--- src/rtl/axis_vid_if.sv ---
// axis_vid_if: AXI-Stream video bus (pixel data, valid/ready, SOF in tuser, EOL in tlast)
interface axis_vid_if #(
  parameter int DATAW = 24
);
  logic [DATAW-1:0] tdata;
  logic             tvalid;
  logic             tready;
  logic             tuser;
  logic             tlast;
  modport master (output tdata, tvalid, tuser, tlast, input tready);
  modport slave  (input tdata, tvalid, tuser, tlast, output tready);
endinterface

--- src/rtl/axis_vid_frame_check.sv ---
// axis_vid_frame_check: skid-buffered AXIS video pass-through with SOF/EOL frame-geometry checking
//   clk, rstn (async, active low), err_clr (sync pulse clearing sticky errors)
//   s_axis : upstream stream (registered tready), m_axis : downstream stream (1-cycle latency)
//   pix_pos/line_pos : position of the next expected beat, frame_cnt : completed frames,
//   frame_done : pulse after the last beat of a frame, err : sticky {late EOL, early EOL, early SOF, no SOF}
//   frame_sum : per-frame data checksum, only when FRAME_CHECKSUM_EN is defined (else 0)
module axis_vid_frame_check #(
  parameter int DATAW = 24,
  parameter int SCRW  = 1920,
  parameter int SCRH  = 1080,
  parameter int FCNTW = 16
) (
  input  logic             clk,
  input  logic             rstn,
  input  logic             err_clr,
  axis_vid_if.slave        s_axis,
  axis_vid_if.master       m_axis,
  output logic [12:0]      pix_pos,
  output logic [12:0]      line_pos,
  output logic [FCNTW-1:0] frame_cnt,
  output logic             frame_done,
  output logic [3:0]       err,
  output logic [31:0]      frame_sum
);
  typedef enum logic {WAIT_SOF, IN_FRAME} state_t;
  localparam logic [12:0] PMAX = 13'(SCRW - 1);
  localparam logic [12:0] LMAX = 13'(SCRH - 1);
  state_t st, st_n;
  logic acc, out_free, k_valid, k_valid_n, k_user, k_last, done_n;
  logic [DATAW-1:0] k_data;
  logic [12:0] p, l, pix_n, line_n;
  logic [3:0] err_set;
  assign acc = s_axis.tvalid && s_axis.tready;
  assign out_free = !m_axis.tvalid || m_axis.tready;
  // tready is only high while the skid is empty, so a beat accepted during a stall always fits there
  assign k_valid_n = out_free ? 1'b0 : (k_valid || acc);
  always_ff @(posedge clk or negedge rstn)
    if (!rstn) begin
      s_axis.tready <= 1'b0;
      m_axis.tvalid <= 1'b0;
      m_axis.tdata  <= '0;
      m_axis.tuser  <= 1'b0;
      m_axis.tlast  <= 1'b0;
      k_valid       <= 1'b0;
      k_data        <= '0;
      k_user        <= 1'b0;
      k_last        <= 1'b0;
    end else begin
      s_axis.tready <= !k_valid_n;
      k_valid       <= k_valid_n;
      if (!out_free && acc)
        {k_data, k_user, k_last} <= {s_axis.tdata, s_axis.tuser, s_axis.tlast};
      if (out_free) begin
        m_axis.tvalid <= k_valid || acc;
        if (k_valid)
          {m_axis.tdata, m_axis.tuser, m_axis.tlast} <= {k_data, k_user, k_last};
        else if (acc)
          {m_axis.tdata, m_axis.tuser, m_axis.tlast} <= {s_axis.tdata, s_axis.tuser, s_axis.tlast};
      end
    end
  // a SOF beat is always pixel 0 of line 0, whether it opens a frame or restarts one early
  always_comb begin
    st_n    = st;
    pix_n   = pix_pos;
    line_n  = line_pos;
    err_set = '0;
    done_n  = 1'b0;
    p       = s_axis.tuser ? '0 : pix_pos;
    l       = s_axis.tuser ? '0 : line_pos;
    if (acc) begin
      if (st == WAIT_SOF && !s_axis.tuser)
        err_set[0] = 1'b1;
      else begin
        err_set[1] = st == IN_FRAME && s_axis.tuser;
        err_set[2] = s_axis.tlast && p != PMAX;
        err_set[3] = !s_axis.tlast && p == PMAX;
        done_n     = s_axis.tlast && l == LMAX;
        pix_n      = s_axis.tlast ? '0 : (p == PMAX ? p : p + 13'd1);
        line_n     = !s_axis.tlast ? l : (done_n ? '0 : l + 13'd1);
        st_n       = done_n ? WAIT_SOF : IN_FRAME;
      end
    end
  end
  always_ff @(posedge clk or negedge rstn)
    if (!rstn) begin
      st         <= WAIT_SOF;
      pix_pos    <= '0;
      line_pos   <= '0;
      frame_cnt  <= '0;
      frame_done <= 1'b0;
      err        <= '0;
    end else begin
      st         <= st_n;
      pix_pos    <= pix_n;
      line_pos   <= line_n;
      frame_cnt  <= frame_cnt + FCNTW'(done_n);
      frame_done <= done_n;
      err        <= (err_clr ? 4'b0 : err) | err_set;
    end
`ifdef FRAME_CHECKSUM_EN
  logic [31:0] sum, sum_n;
  assign sum_n = s_axis.tuser ? 32'(s_axis.tdata) : sum + 32'(s_axis.tdata);
  always_ff @(posedge clk or negedge rstn)
    if (!rstn) begin
      sum       <= '0;
      frame_sum <= '0;
    end else if (acc && (st == IN_FRAME || s_axis.tuser)) begin
      sum <= sum_n;
      if (done_n)
        frame_sum <= sum_n;
    end
`else
  assign frame_sum = '0;
`endif
endmodule

--- src/flat_wrapper.sv ---
// flat-port wrapper written by rule: the top's interface ports become plain ports
module axis_vid_frame_check_flat 
#(
  parameter int DATAW = 24,
  parameter int SCRW  = 1920,
  parameter int SCRH  = 1080,
  parameter int FCNTW = 16
)
  (clk, rstn, err_clr, pix_pos, line_pos, frame_cnt, frame_done, err, frame_sum, s_axis_tdata, s_axis_tvalid, s_axis_tuser, s_axis_tlast, s_axis_tready, m_axis_tdata, m_axis_tvalid, m_axis_tuser, m_axis_tlast, m_axis_tready);
  axis_vid_if #(.DATAW(DATAW)) s_axis_i ();
  axis_vid_if #(.DATAW(DATAW)) m_axis_i ();
  input  logic clk;
  input  logic rstn;
  input  logic err_clr;
  output logic [12:0] pix_pos;
  output logic [12:0] line_pos;
  output logic [FCNTW-1:0] frame_cnt;
  output logic frame_done;
  output logic [3:0] err;
  output logic [31:0] frame_sum;
  input wire logic [$bits(s_axis_i.tdata)-1:0] s_axis_tdata;
  input wire logic [$bits(s_axis_i.tvalid)-1:0] s_axis_tvalid;
  input wire logic [$bits(s_axis_i.tuser)-1:0] s_axis_tuser;
  input wire logic [$bits(s_axis_i.tlast)-1:0] s_axis_tlast;
  output wire logic [$bits(s_axis_i.tready)-1:0] s_axis_tready;
  output wire logic [$bits(m_axis_i.tdata)-1:0] m_axis_tdata;
  output wire logic [$bits(m_axis_i.tvalid)-1:0] m_axis_tvalid;
  output wire logic [$bits(m_axis_i.tuser)-1:0] m_axis_tuser;
  output wire logic [$bits(m_axis_i.tlast)-1:0] m_axis_tlast;
  input wire logic [$bits(m_axis_i.tready)-1:0] m_axis_tready;
  assign s_axis_i.tdata = s_axis_tdata;
  assign s_axis_i.tvalid = s_axis_tvalid;
  assign s_axis_i.tuser = s_axis_tuser;
  assign s_axis_i.tlast = s_axis_tlast;
  assign s_axis_tready = s_axis_i.tready;
  assign m_axis_tdata = m_axis_i.tdata;
  assign m_axis_tvalid = m_axis_i.tvalid;
  assign m_axis_tuser = m_axis_i.tuser;
  assign m_axis_tlast = m_axis_i.tlast;
  assign m_axis_i.tready = m_axis_tready;
  axis_vid_frame_check #(.DATAW(DATAW), .SCRW(SCRW), .SCRH(SCRH), .FCNTW(FCNTW)) u_core (.clk(clk), .rstn(rstn), .err_clr(err_clr), .s_axis(s_axis_i), .m_axis(m_axis_i), .pix_pos(pix_pos), .line_pos(line_pos), .frame_cnt(frame_cnt), .frame_done(frame_done), .err(err), .frame_sum(frame_sum));
endmodule
--- config.mk ---
export PLATFORM = sky130hd
export DESIGN_NAME = axis_vid_frame_check_flat
export DESIGN_NICKNAME = d
export VERILOG_FILES = /design/src/rtl/axis_vid_if.sv /design/src/rtl/axis_vid_frame_check.sv /design/src/flat_wrapper.sv
export SDC_FILE = /design/constraint.sdc
export NUM_CORES = 1
export LEC_CHECK = 0
export BUFFER_PORTS_ARGS = -buffer_cell sky130_fd_sc_hd__buf_2
export CAP_MARGIN = 20
export CORE_MARGIN = 3
export CORE_UTILIZATION = 47
export DETAILED_ROUTE_END_ITERATION = 10
export GPL_ROUTABILITY_DRIVEN = 0
export PLACE_DENSITY = 0.76
export SLEW_MARGIN = 20
export SYNTH_ARGS = -nofsm -noshare
export SYNTH_HDL_FRONTEND = slang
export SYNTH_SLANG_ARGS = --single-unit
--- constraint.sdc ---
create_clock -name clk -period 2.3 [get_ports clk]
set_input_delay 0.115 -clock clk [delete_from_list [all_inputs] [get_ports clk]]
set_output_delay 0.115 -clock clk [all_outputs]
set_load 0.03 [all_outputs]
==> metrics.md <==
| Metric | Value |
|---|---|
| Share of the synthesized area in the top cell type | `0.514` |
| Critical path type | `register to register` |
| Via-per-instance ratio | `5.24` |
| Design area | `roughly 0.0060 mm2` |
| Largest cells by area after synthesis | `dfrtp_1 51%, mux2_2 5.6%, mux2i_1 5.4%, buf_4 4.8%, a21oi_1 3.7%` |
| Worst slack, placed | `68.4 ps` |
| Reg2reg end | `u_core.frame_cnt[12]$_DFF_PN0_` |
| Commonest register cell after synthesis | `dfrtp_1` |
| Post-layout min period | `2160 ps` |
| Yosys reg bits | `between 100 and 150` |
| H-tree depth | `3` |
| Post-synthesis sequential area ratio | `0.514` |
| Leakage | `0.00286 uW` |
| Layout area overhead | `20.0%` |
| DRT iter0 DRCs | `about 210` |
| Post-synth EDFFs | `0` |
| Core ar. | `0.0103 mm2` |
| Vias post-DR | `3832` |
| Worst relative slew slack | `0.577` |
| CTS root buf | `clkbuf_8` |
| CTS buffer count | `9` |
| Post-DP HPWL | `a little under 8000 um` |
| Outcome | `finished, final reports clean` |
| Family with the most delay on the worst path | `simple AND/OR/NAND/NOR gates` |
| Synth Instances | `467` |
| Ys Warns | `0` |
| Placed insts | `701` |
| Reg2reg start | `u_core.line_pos[1]$_DFFE_PN0P_` |
| Commonest non-fill, non-tap cell in the layout | `buf_2` |
| Buffers plus inverters on the worst setup path | `0` |
| Reg2reg setup slack | `around 140 ps` |
| Hold_ws | `17.3 ps` |
| First-pass GRT wire length | `18000 um` |
| Distinct cell type count after synthesis | `53` |
| Synth Area per Inst | `10.7 um2` |
| Cell area after placement | `between 0.005 and 0.006 mm2` |
| Total track usage | `0.189` |
| Post-route ant nets | `0` |
| Origin of the worst min-delay path | `m_axis_tready` |
| Crit path capture type | `register` |
| Max Slew Vio Count | `0` |
| Die width | `109 um` |
| Non-Filler Instances | `731` |
| Largest net degree at the start of global routing | `56` |
| Synth area leader | `dfrtp_1` |
| Hold crit path type | `input pin to register` |
| Tightest Pin Transition | `635 ps` |
| Final-report hold violation count | `0` |
| Critical path cell sequence | `nor2b_1 > ha_1 > and4b_1 > and4_4 > and2_1 > ha_2 > ha_4 > and3_4 > nand2_1 > xnor2_1` |
| Clk sinks | `103` |
| DIE HEIGHT | `approximately 110 um` |
| Later-pin clock latency in the skew report | `about 350 ps` |
| Commonest cells after routing, fill and taps aside | `104 x buf_2, 101 x dfrtp_1, 40 x nor2_1` |
| Util after Layout | `0.582` |
| Worst clock skew | `9.96 ps` |
| Routed length per placed instance | `~15 um` |
| I/O Pins | `roughly 140` |
| GR Overflow Total | `0` |
| Setup slack after layout | `136 ps` |
| Critical path's slowest cell | `dfrtp_2` |
| Clock buffer depth | `2` |
| Crit path DAT | `approximately 2400 ps` |
| Fmax achieved | `462 MHz` |
| Die area | `approximately 0.012 mm2` |
| Total Nets Final | `626` |
| Row cnt | `37` |
| Min-Delay Endpoint | `u_core.m_axis.tvalid$_DFFE_PN0P_` |
| Starting Density | `0.485` |
| Synthesized area | `around 0.005 mm2` |
| Worst Hold Depth | `3` |
| Crit-path max FO | `4` |
| Vias in the first global route | `3699` |
| Power Dens Cells | `just under 800 mW/mm2` |
| Antenna diode count | `0` |
| Reg2reg path depth | `10` |
| Pre-antenna DRT Iters | `6` |
| CP Launch Type | `register` |
| CTS tree | `built` |
| Count of final setup violators | `0` |
| Port bufs | `105` |
| Clk pin slew, worst setup/hold paths | `100 ps` |
| DR DRC count | `0` |
| Post-synth ARST share | `1.00` |
| Initial antenna violation count | `0` |
| Crit share post-route | `0.941` |
| Total Wirelength | `11200 um` |
| Crit path required time | `about 2500 ps` |
| Max-cap violations | `0` |
| Maximum vdd ir drop | `0.401 mV` |
| Crit-path max cell delay | `approximately 370 ps` |
| Fillers | `879` |
| Share of cells above drive strength 1 | `0.297` |
## Yosys cell counts (2+ instances only)
| library cell | n |
|---|---|
| o21ai_1 | 4 |
| inv_1 | 7 |
| nand2b_1 | 3 |
| xor2_1 | 5 |
| and3_1 | 7 |
| buf_2 | 12 |
| ha_1 | 4 |
| nor2_1 | 42 |
| mux2_2 | 25 |
| nor3b_1 | 2 |
| clkbuf_1 | 5 |
| xnor2_1 | 14 |
| nor3_1 | 3 |
| o31ai_1 | 5 |
| nand3_1 | 18 |
| a22o_1 | 7 |
| nor3_2 | 2 |
| mux2i_1 | 27 |
| and4b_1 | 2 |
| o21ai_0 | 13 |
| and2_1 | 2 |
| o41ai_1 | 2 |
| nand3b_1 | 3 |
| and4_1 | 3 |
| a21o_1 | 2 |
| a31oi_1 | 2 |
| nand2_1 | 38 |
| dfrtp_1 | 103 |
| a32o_1 | 4 |
| buf_4 | 32 |
| nor2b_1 | 6 |
| nor4_1 | 3 |
| a21oi_1 | 37 |
| nand4_1 | 4 |
## layer usage
layer	vias to the layer above	GRT usage	wire length [um]	part of all wire
met1	1842	0.251	4830	0.43
met3	18	0.0355	773	0.069
li1	1829	-	-	-
met2	143	0.311	5370	0.48
met5	-	0	0	0
met4	0	0.0686	212	0.019
## where the power goes
part / switching, uW / internal (uW)
logic: 807 / 432
clock network: 606 / 528
registers: 160 / 2100
## registers in the layout (all words and copies together) (netlist names)
signal	cells
u_core.s_axis.tready	1
u_core.m_axis.tlast	1
u_core.m_axis.tvalid	1
u_core.k_data	24
u_core.line_pos	13
u_core.frame_done	1
u_core.st	1
u_core.k_user	1
u_core.pix_pos	13
u_core.m_axis.tdata	24
u_core.err	4
u_core.frame_cnt	16
u_core.k_valid	1
u_core.k_last	1
u_core.m_axis.tuser	1
## worst max-delay path by stage
stage | start | to | slack, ps | cells after the start
after floorplan | u_core.line_pos[0]$_DFFE_PN0P_ | u_core.frame_cnt[8]$_DFF_PN0_ | -4 | 10
after global placement | u_core.line_pos[8]$_DFFE_PN0P_ | u_core.frame_cnt[8]$_DFF_PN0_ | 140 | 8
after detailed placement | u_core.line_pos[8]$_DFFE_PN0P_ | u_core.frame_cnt[8]$_DFF_PN0_ | 70 | 8
after CTS | u_core.line_pos[8]$_DFFE_PN0P_ | u_core.frame_cnt[12]$_DFF_PN0_ | 30 | 8
after global routing | u_core.line_pos[1]$_DFFE_PN0P_ | u_core.frame_cnt[12]$_DFF_PN0_ | -8 | 10
final | u_core.line_pos[1]$_DFFE_PN0P_ | u_core.frame_cnt[12]$_DFF_PN0_ | 140 | 10
## cell type report
| type | count | area [um2] | share of cell area |
|---|---|---|---|
| multi-input cells | 339 | 2250 | 0.375 |
| flip-flops and latches | 103 | 2580 | 0.429 |
| inverters | 7 | 26.3 | 0.00437 |
| clock buffers | 10 | 138 | 0.0229 |
| repair buffers | 131 | 783 | 0.130 |
| well taps | 136 | 170 | 0.0283 |
| clock inverters | 5 | 58.8 | 0.00978 |
## metrics by stage
| step | setup TNS [ps] | total power, uW |
|---|---|---|
| floorplan | -4.22 | 3170 |
| global placement | 0 | 3480 |
| detailed placement | 0 | 3520 |
| CTS | 0 | 4670 |
| global route | -7.59 | 4880 |
| finish | 0 | 4640 |
## repair_timing
item	in CTS	in global routing
hold buffers	14	0
setup buffers	0	1
endpoints found under the hold margin	61	0
endpoints found under the setup margin	0	8
resized for setup	0	4
## worst reg2reg max path: cells and delay by family, from the launching register on
family	cells	cell delay, ps
simple gates	6	990
fa+ha+maj	3	570
xor+xnor	1	120
flops	1	370
## cell families (layout without fill, tap and decap cells)
| logic type | count (synthesis) | count (layout) | share of synthesized area |
|---|---|---|---|
| AO/OA/AOI/OAI | 82 | 82 | 0.100 |
| XOR/XNOR | 19 | 19 | 0.0332 |
| adder cells (fa/ha/maj) | 4 | 4 | 0.00999 |
| buffers and inverters | 56 | 153 | 0.0689 |
| flip-flops | 103 | 103 | 0.514 |
| multiplexers | 52 | 52 | 0.110 |
| other | 1 | 32 | 0.000749 |
| AND/OR/NAND/NOR | 150 | 150 | 0.162 |
Note: power is estimated with default switching activity, not from simulation.
